--- src/rtl/rf_access_ctrl.sv ---
// rf_access_ctrl: sequencer for the 32x32 2R/1W register file.
// Option: define RF_ACCESS_ZERO_REG_EN to hardwire register 0 to zero.
module rf_access_ctrl #(
  parameter int DATA_WIDTH = 32,
  parameter int ADDR_WIDTH = 5
) (
  input  logic                  CLK,
  input  logic                  RST,
  input  logic                  REQ_VALID,
  output logic                  REQ_READY,
  input  logic [ADDR_WIDTH-1:0] REQ_RS,
  input  logic [ADDR_WIDTH-1:0] REQ_RT,
  input  logic [ADDR_WIDTH-1:0] REQ_RD,
  input  logic                  REQ_WB,
  output logic                  OPND_VALID,
  input  logic                  OPND_READY,
  output logic [DATA_WIDTH-1:0] OPND_A,
  output logic [DATA_WIDTH-1:0] OPND_B,
  input  logic                  RES_VALID,
  output logic                  RES_READY,
  input  logic [DATA_WIDTH-1:0] RES_DATA,
  output logic [ADDR_WIDTH-1:0] RF_ADDR_R1,
  output logic [ADDR_WIDTH-1:0] RF_ADDR_R2,
  output logic [ADDR_WIDTH-1:0] RF_ADDR_W,
  output logic [DATA_WIDTH-1:0] RF_DATA_W,
  output logic                  RF_READ,
  output logic                  RF_WRITE,
  input  logic [DATA_WIDTH-1:0] RF_DATA_R1,
  input  logic [DATA_WIDTH-1:0] RF_DATA_R2,
  output logic                  BUSY
);

  typedef enum logic [2:0] {
    S_IDLE,
    S_READ,
    S_OPND,
    S_WAIT_RES,
    S_WRITE
  } state_t;

  state_t                r_state;
  logic [ADDR_WIDTH-1:0] r_rd;
  logic                  r_wb;
  logic [DATA_WIDTH-1:0] w_opnd_a;
  logic [DATA_WIDTH-1:0] w_opnd_b;
  logic                  w_wr_en;

  // RF_ADDR_R1/R2 hold the latched rs/rt for the whole transaction.
`ifdef RF_ACCESS_ZERO_REG_EN
  assign w_opnd_a = (RF_ADDR_R1 == '0) ? '0 : RF_DATA_R1;
  assign w_opnd_b = (RF_ADDR_R2 == '0) ? '0 : RF_DATA_R2;
  assign w_wr_en  = (r_rd != '0);
`else
  assign w_opnd_a = RF_DATA_R1;
  assign w_opnd_b = RF_DATA_R2;
  assign w_wr_en  = 1'b1;
`endif

  assign REQ_READY = (r_state == S_IDLE) & RST;
  assign RES_READY = (r_state == S_WAIT_RES);
  assign BUSY      = (r_state != S_IDLE);

  // Transaction sequencer; all RF strobes and operands are registered.
  always_ff @(posedge CLK or negedge RST) begin
    if (!RST) begin
      r_state    <= S_IDLE;
      r_rd       <= '0;
      r_wb       <= 1'b0;
      OPND_VALID <= 1'b0;
      OPND_A     <= '0;
      OPND_B     <= '0;
      RF_ADDR_R1 <= '0;
      RF_ADDR_R2 <= '0;
      RF_ADDR_W  <= '0;
      RF_DATA_W  <= '0;
      RF_READ    <= 1'b0;
      RF_WRITE   <= 1'b0;
    end else begin
      unique case (r_state)
        S_IDLE: begin
          if (REQ_VALID) begin
            RF_ADDR_R1 <= REQ_RS;
            RF_ADDR_R2 <= REQ_RT;
            r_rd       <= REQ_RD;
            r_wb       <= REQ_WB;
            RF_READ    <= 1'b1;
            r_state    <= S_READ;
          end
        end
        S_READ: begin
          OPND_A     <= w_opnd_a;
          OPND_B     <= w_opnd_b;
          OPND_VALID <= 1'b1;
          RF_READ    <= 1'b0;
          r_state    <= S_OPND;
        end
        S_OPND: begin
          if (OPND_READY) begin
            OPND_VALID <= 1'b0;
            r_state    <= r_wb ? S_WAIT_RES : S_IDLE;
          end
        end
        S_WAIT_RES: begin
          if (RES_VALID) begin
            if (w_wr_en) begin
              RF_DATA_W <= RES_DATA;
              RF_ADDR_W <= r_rd;
              RF_WRITE  <= 1'b1;
              r_state   <= S_WRITE;
            end else begin
              r_state   <= S_IDLE;
            end
          end
        end
        S_WRITE: begin
          RF_WRITE <= 1'b0;
          r_state  <= S_IDLE;
        end
        default: r_state <= S_IDLE;
      endcase
    end
  end

endmodule

--- config.mk ---
export PLATFORM = sky130hd
export DESIGN_NAME = rf_access_ctrl
export DESIGN_NICKNAME = d
export VERILOG_FILES = /design/src/rtl/rf_access_ctrl.sv
export SDC_FILE = /design/constraint.sdc
export NUM_CORES = 1
export LEC_CHECK = 0
export ABC_AREA = 1
export ABC_CLOCK_PERIOD_IN_PS = 1460
export CAP_MARGIN = 15
export CORE_MARGIN = 2
export CORE_UTILIZATION = 40
export CTS_CLUSTER_SIZE = 14
export DETAILED_ROUTE_END_ITERATION = 12
export PLACE_DENSITY = 0.8
export SYNTH_ARGS = -nofsm -noshare
export SYNTH_HDL_FRONTEND = slang
export SYNTH_SLANG_ARGS = --single-unit
--- constraint.sdc ---
create_clock -name CLK -period 1.46 [get_ports CLK]
set_input_delay 0.146 -clock CLK [delete_from_list [all_inputs] [get_ports CLK]]
set_output_delay 0.146 -clock CLK [all_outputs]
set_load 0.01 [all_outputs]
; After elaboration in Yosys (flattened, before gate mapping)
; Cells that the tools add are included.
[totals]
wordCells = 42
regBits = 123
out_inout_bits = 117
[classes]
n_mux = 11
n_reduce_logical = 11
bitwise = 1
eq_ne = 7
[ops]
columns = operator, n
row1 = case mux 3 bit (4 select lines), 1
row2 = AND reduction 2 bit, 5
row3 = 2-to-1 mux 3 bit, 3
row4 = == test 3 x 2 -> 1 bit (second input constant), 2
row5 = inequality test 2 bit (second input constant), 3
row6 = case mux 1 bit (2 select lines), 3
row7 = nonzero test 2 bit, 3
row8 = == test 3 x 1 -> 1 bit (second input constant), 1
row9 = == test 3 bit (second input constant), 1
row10 = logical NOT 3 bit, 1
row11 = 2-to-1 mux 1 bit, 3
row12 = AND reduction 3 bit, 1
row13 = nonzero test 3 bit, 1
row14 = 2-to-1 mux 2 bit, 1
row15 = bitwise AND 1 bit, 1

; Depth between registers and ports, before layout
[logic_depth]
ltp_word = 3
mapped_depth = 7

; Least setup slack after synthesis
; OpenSTA, ideal clock, no wires.
[synth_timing]
kind = register to register
startpoint = register r_state[2]
endpoint = register RF_ADDR_R1[0]
path_buffers = 1
slack_ps = 202
stages_incl_launch_ff = 8
period_less_slack_ps = 1258
t_required_ps = 1343
setup_time_ps = 117
arrival_ps = 1141
cell_sequence = dfrtp_1 > nor2_4 > nand2_1 > nor2_4 > inv_1 > buf_6 > nand2_1 > nand2_1
[synth_between]
elab_chain_len = 2
[synth_rtl]
columns = item, line_no
row1 = start: declaration, 41  ; state_t r_state;
row2 = start signal: assignment, 100  ; r_state <= r_wb ? S_WAIT_RES : S_IDLE;
row3 = logical NOT 3 bit, 79  ; unique case (r_state)
row4 = AND reduction 2 bit (no line), -
row5 = end signal: assignment, 72  ; RF_ADDR_R1 <= '0;
row6 = end signal: assignment, 82  ; RF_ADDR_R1 <= REQ_RS;
row7 = end: declaration, 22  ; output logic [ADDR_WIDTH-1:0] RF_ADDR_R1,
; Every way passes these cells.
; A chain may end at the register's enable or synchronous reset.

; Final worst setup path
[layout_timing]
startpoint = register RF_ADDR_R1[4]
endpoint = output port RF_ADDR_R1[4]
; No word-level cell between the ends.

==> results.tsv <==
stage	metric	value	unit
place	I/O Buffers	233	
routing	WL met1	5360	um
clock_network	clock buffers created by TritonCTS	17	
setup_path	max incr delay on CP	0.54	ns
routing	met2 wire len	6780	um
setup_path	CP arrival	1.29	ns
synthesis	post-synthesis average cell area	8.94	um^2
setup_path	FF-to-FF path depth	9	
setup_path	startpoint types	flop	
run_status	status	finished, final reports clean	
sta	final worst-path setup slack	0.0268	ns
power_and_ir_drop	Peak VDD IR	1.01	mV
place	DP HPWL	9280	um
die	core box area	0.0115	mm^2
power_and_ir_drop	Total Power	17.1	mW
routing	first drt pass iteration count	4	
sta	final hold violations	0	
place	Post-DP Area	0.00724	mm^2
setup_path	CP Buf/Inv Count	1	
routing	Routed WL	13400	um
global_routing	vias in the first global route	4408	
clock_network	clock latency on the worst-skew pair	0.41	ns
power_and_ir_drop	P per Cell Area	2150	mW/mm^2
clock_network	TritonCTS clock tree	done	
routing	Avg WL per Cell	14.3	um
clock_network	htree depth	4	
final_layout	share of layout cells above drive strength 1	7.83	%
setup_path	slowest library cell on the worst path	clkdlybuf4s50_1	
final_layout	final core utilization	69.3	%
die	IO Pins	234	
setup_path	worst-path maximum fanout	2	
routing	detailed-route DRC error count	0	
die	Initial Util	41.3	%
routing	detailed router's first-iteration violation count	218	
sta	Slew headroom	57.9	%
clock_network	CTS root buf	clkbuf_16	
sta	Max Fclk	698	MHz
power_and_ir_drop	Internal	11.1	mW
setup_path	CP top delay family	buffers and inverters	
final_layout	multi-input logic area	0.00145	mm^2
sta	Final min period	1.43	ns
synthesis	cell taking the most area after synthesis	dfrtp_1	
final_layout	Layout area overhead	67.9	%
sta	unrepaired setup endpoints after global routing	yes	
sta	Layout Skew	0.0204	ns
power_and_ir_drop	Clock power frac	24.0	%
synthesis	register area share after synthesis	65.0	%
routing	routed vias	4298	
worst_hold_path	Worst Hold Class	input port to flop	
place	routability cong.	0.818	
global_routing	All-Layer GR Usage	21.1	%
place	Post-Place Worst Slack	0.0121	ns
synthesis	Synth top area share	65.0	%
power_and_ir_drop	P_leak	4.60	nW
synthesis	syn_nets	647	
power_and_ir_drop	Seq pwr share	34.5	%
die	chip height	113	um
sta	Tcrit/Tclk final	98.2	%
sta	worst-margin pin slew	0.632	ns
synthesis	flop and latch count out of synthesis	123	
power_and_ir_drop	combinational share of power	41.5	%
synthesis	warning count from the yosys run	0	
final_layout	most common cell after layout, fill and taps aside	nand2_1	
setup_path	Worst EP required	1.31	ns
clock_network	Clock Sinks	123	
final_layout	Layout Nets	896	
routing	ANT nets after route	0	
global_routing	total congestion overflow	0	
final_layout	fillcell total	884	
global_routing	initial antenna violation count	0	
final_layout	# diodes	0	
routing	Top Metal Used	met4	
global_routing	first-pass GRT wire length	21400	um
routing	DR WL met3	1050	um
final_layout	Register Area	0.00308	mm^2
setup_path	cell count along the critical path	1	
die	Die Wd	113	um
setup_path	CP Capture Type	output pin	
global_routing	largest net degree at the start of global routing	124	
worst_hold_path	Hold Path End	RF_DATA_W[23]	
synthesis	Unique masters post-synth	17	
setup_path	RR Startpoint	r_state[0]	
final_layout	Final Cell Area	0.00795	mm^2
flow_run	Max-Cap Viols	0	
die	die area	0.0127	mm^2
worst_hold_path	Min-Delay Startpoint	RES_DATA[23]	
clock_network	Clk pin slew, worst setup/hold paths	0.05	ns
setup_path	FF-to-FF End	RF_DATA_W[14]	
worst_hold_path	hold depth	3	
final_layout	most frequent cells in the layout	338 x nand2_1, 122 x dfrtp_1, 122 x clkdlybuf4s50_1	
power_and_ir_drop	Psw	6.01	mW
setup_path	flop-to-flop setup slack	0.09	ns
die	row count	39	
sta	Pins Over Slew Limit	0	
setup_path	kind of critical path	flop to output pin	
synthesis	synth top area cells	dfrtp_1 65%, nand2_1 27%, buf_2 1.5%	
sta	Setup violations, final	0	
clock_network	clk buf depth	2	
setup_path	CP Cell Sequence	clkdlybuf4s50_1	
synthesis	Synth Cell Area	0.00474	mm^2
synthesis	Post-Syn Instances	530	
power_and_ir_drop	switching share of power	35.2	%
routing	Avg Vias per Cell	4.60	
[final cells by class]
| type | count | share of cell area [%] |
|---|---|---|
| timing repair buffer | 253 | 32.5 |
| inverter | 17 | 0.850 |
| clock buffer | 23 | 6.01 |
| tap | 143 | 2.25 |
| clock inverter | 9 | 1.43 |
| multi-input combinational | 367 | 18.3 |
| sequential | 123 | 38.7 |
[cell usage after synthesis]
cell / number
buf_2: 14
buf_4: 5
buf_6: 4
clkinv_2: 1
dfrtp_1: 123
inv_1: 15
inv_2: 1
nand2_1: 339
nand2_2: 1
nand2_4: 1
nand3_1: 3
nand3_2: 1
nor2_1: 2
nor2_4: 3
nor3_1: 1
o21ai_0: 11
o21ai_1: 5
[registers in the layout, summed over array words and instances (netlist names)]
signal and flops:
RF_ADDR_R2 5, RF_DATA_W 32, RF_ADDR_R1 5, r_state 3, RF_WRITE 1, RF_ADDR_W 5
OPND_A 32, RF_READ 1, r_wb 1, OPND_B 32, r_rd 5, OPND_VALID 1
[power groups by stage]
| stage | Clock, mW | Sequential [mW] | Combinational, mW |
|---|---|---|---|
| after CTS | 4.19 | 5.92 | 7.17 |
| after global routing | 4.35 | 6.10 | 7.83 |
| after global placement | 0 | 5.89 | 7.43 |
| after floorplan | 0 | 6.63 | 2.61 |
| final | 4.11 | 5.89 | 7.09 |
| after detailed placement | 0 | 5.97 | 7.67 |
[worst max path at each step]
stage,slack [ns],start,to
floorplan,0.20,r_state[2],RF_ADDR_R1[0]
global placement,0.03,r_state[2],REQ_READY
detailed placement,0.01,r_state[0],RF_DATA_W[14]
CTS,0.0003,OPND_A[9],OPND_A[9]
global route,-0.01,r_state[2],REQ_READY
finish,0.03,RF_ADDR_R1[4],RF_ADDR_R1[4]
[repair_timing]
| item | in CTS | in global routing |
|---|---|---|
| pin swaps | 0 | 1 |
| endpoints found under the hold margin | 123 | 0 |
| gates cloned | 0 | 1 |
| setup endpoints to repair | 66 | 107 |
| setup buffers | 1 | 1 |
| gates resized for setup | 75 | 51 |
| hold buffers | 1 | 0 |
[per-stage QoR]
stage	instances	hold slack (ns)	setup TNS, ns
6_report	935	0.265	0
3_3_place_gp	899	0.299	0
4_1_cts	933	0.259	0
3_5_place_dp	899	0.316	0
2_1_floorplan	530	-0.150	0
5_1_grt	935	0.265	-0.0102
[logic make-up after synthesis]
logic type | share of synthesized area [%]
flops | 65.0
buf+inv | 4.60
simple gates | 28.7
compound gates | 1.69
[routing by layer]
| layer | GRT usage [%] | vias to the layer above |
|---|---|---|
| met5 | 0 | - |
| li1 | - | 2097 |
| met1 | 24.9 | 2009 |
| met4 | 7.56 | 0 |
| met3 | 6.96 | 17 |
| met2 | 36.0 | 175 |
(Power assumes the default switching activity.)
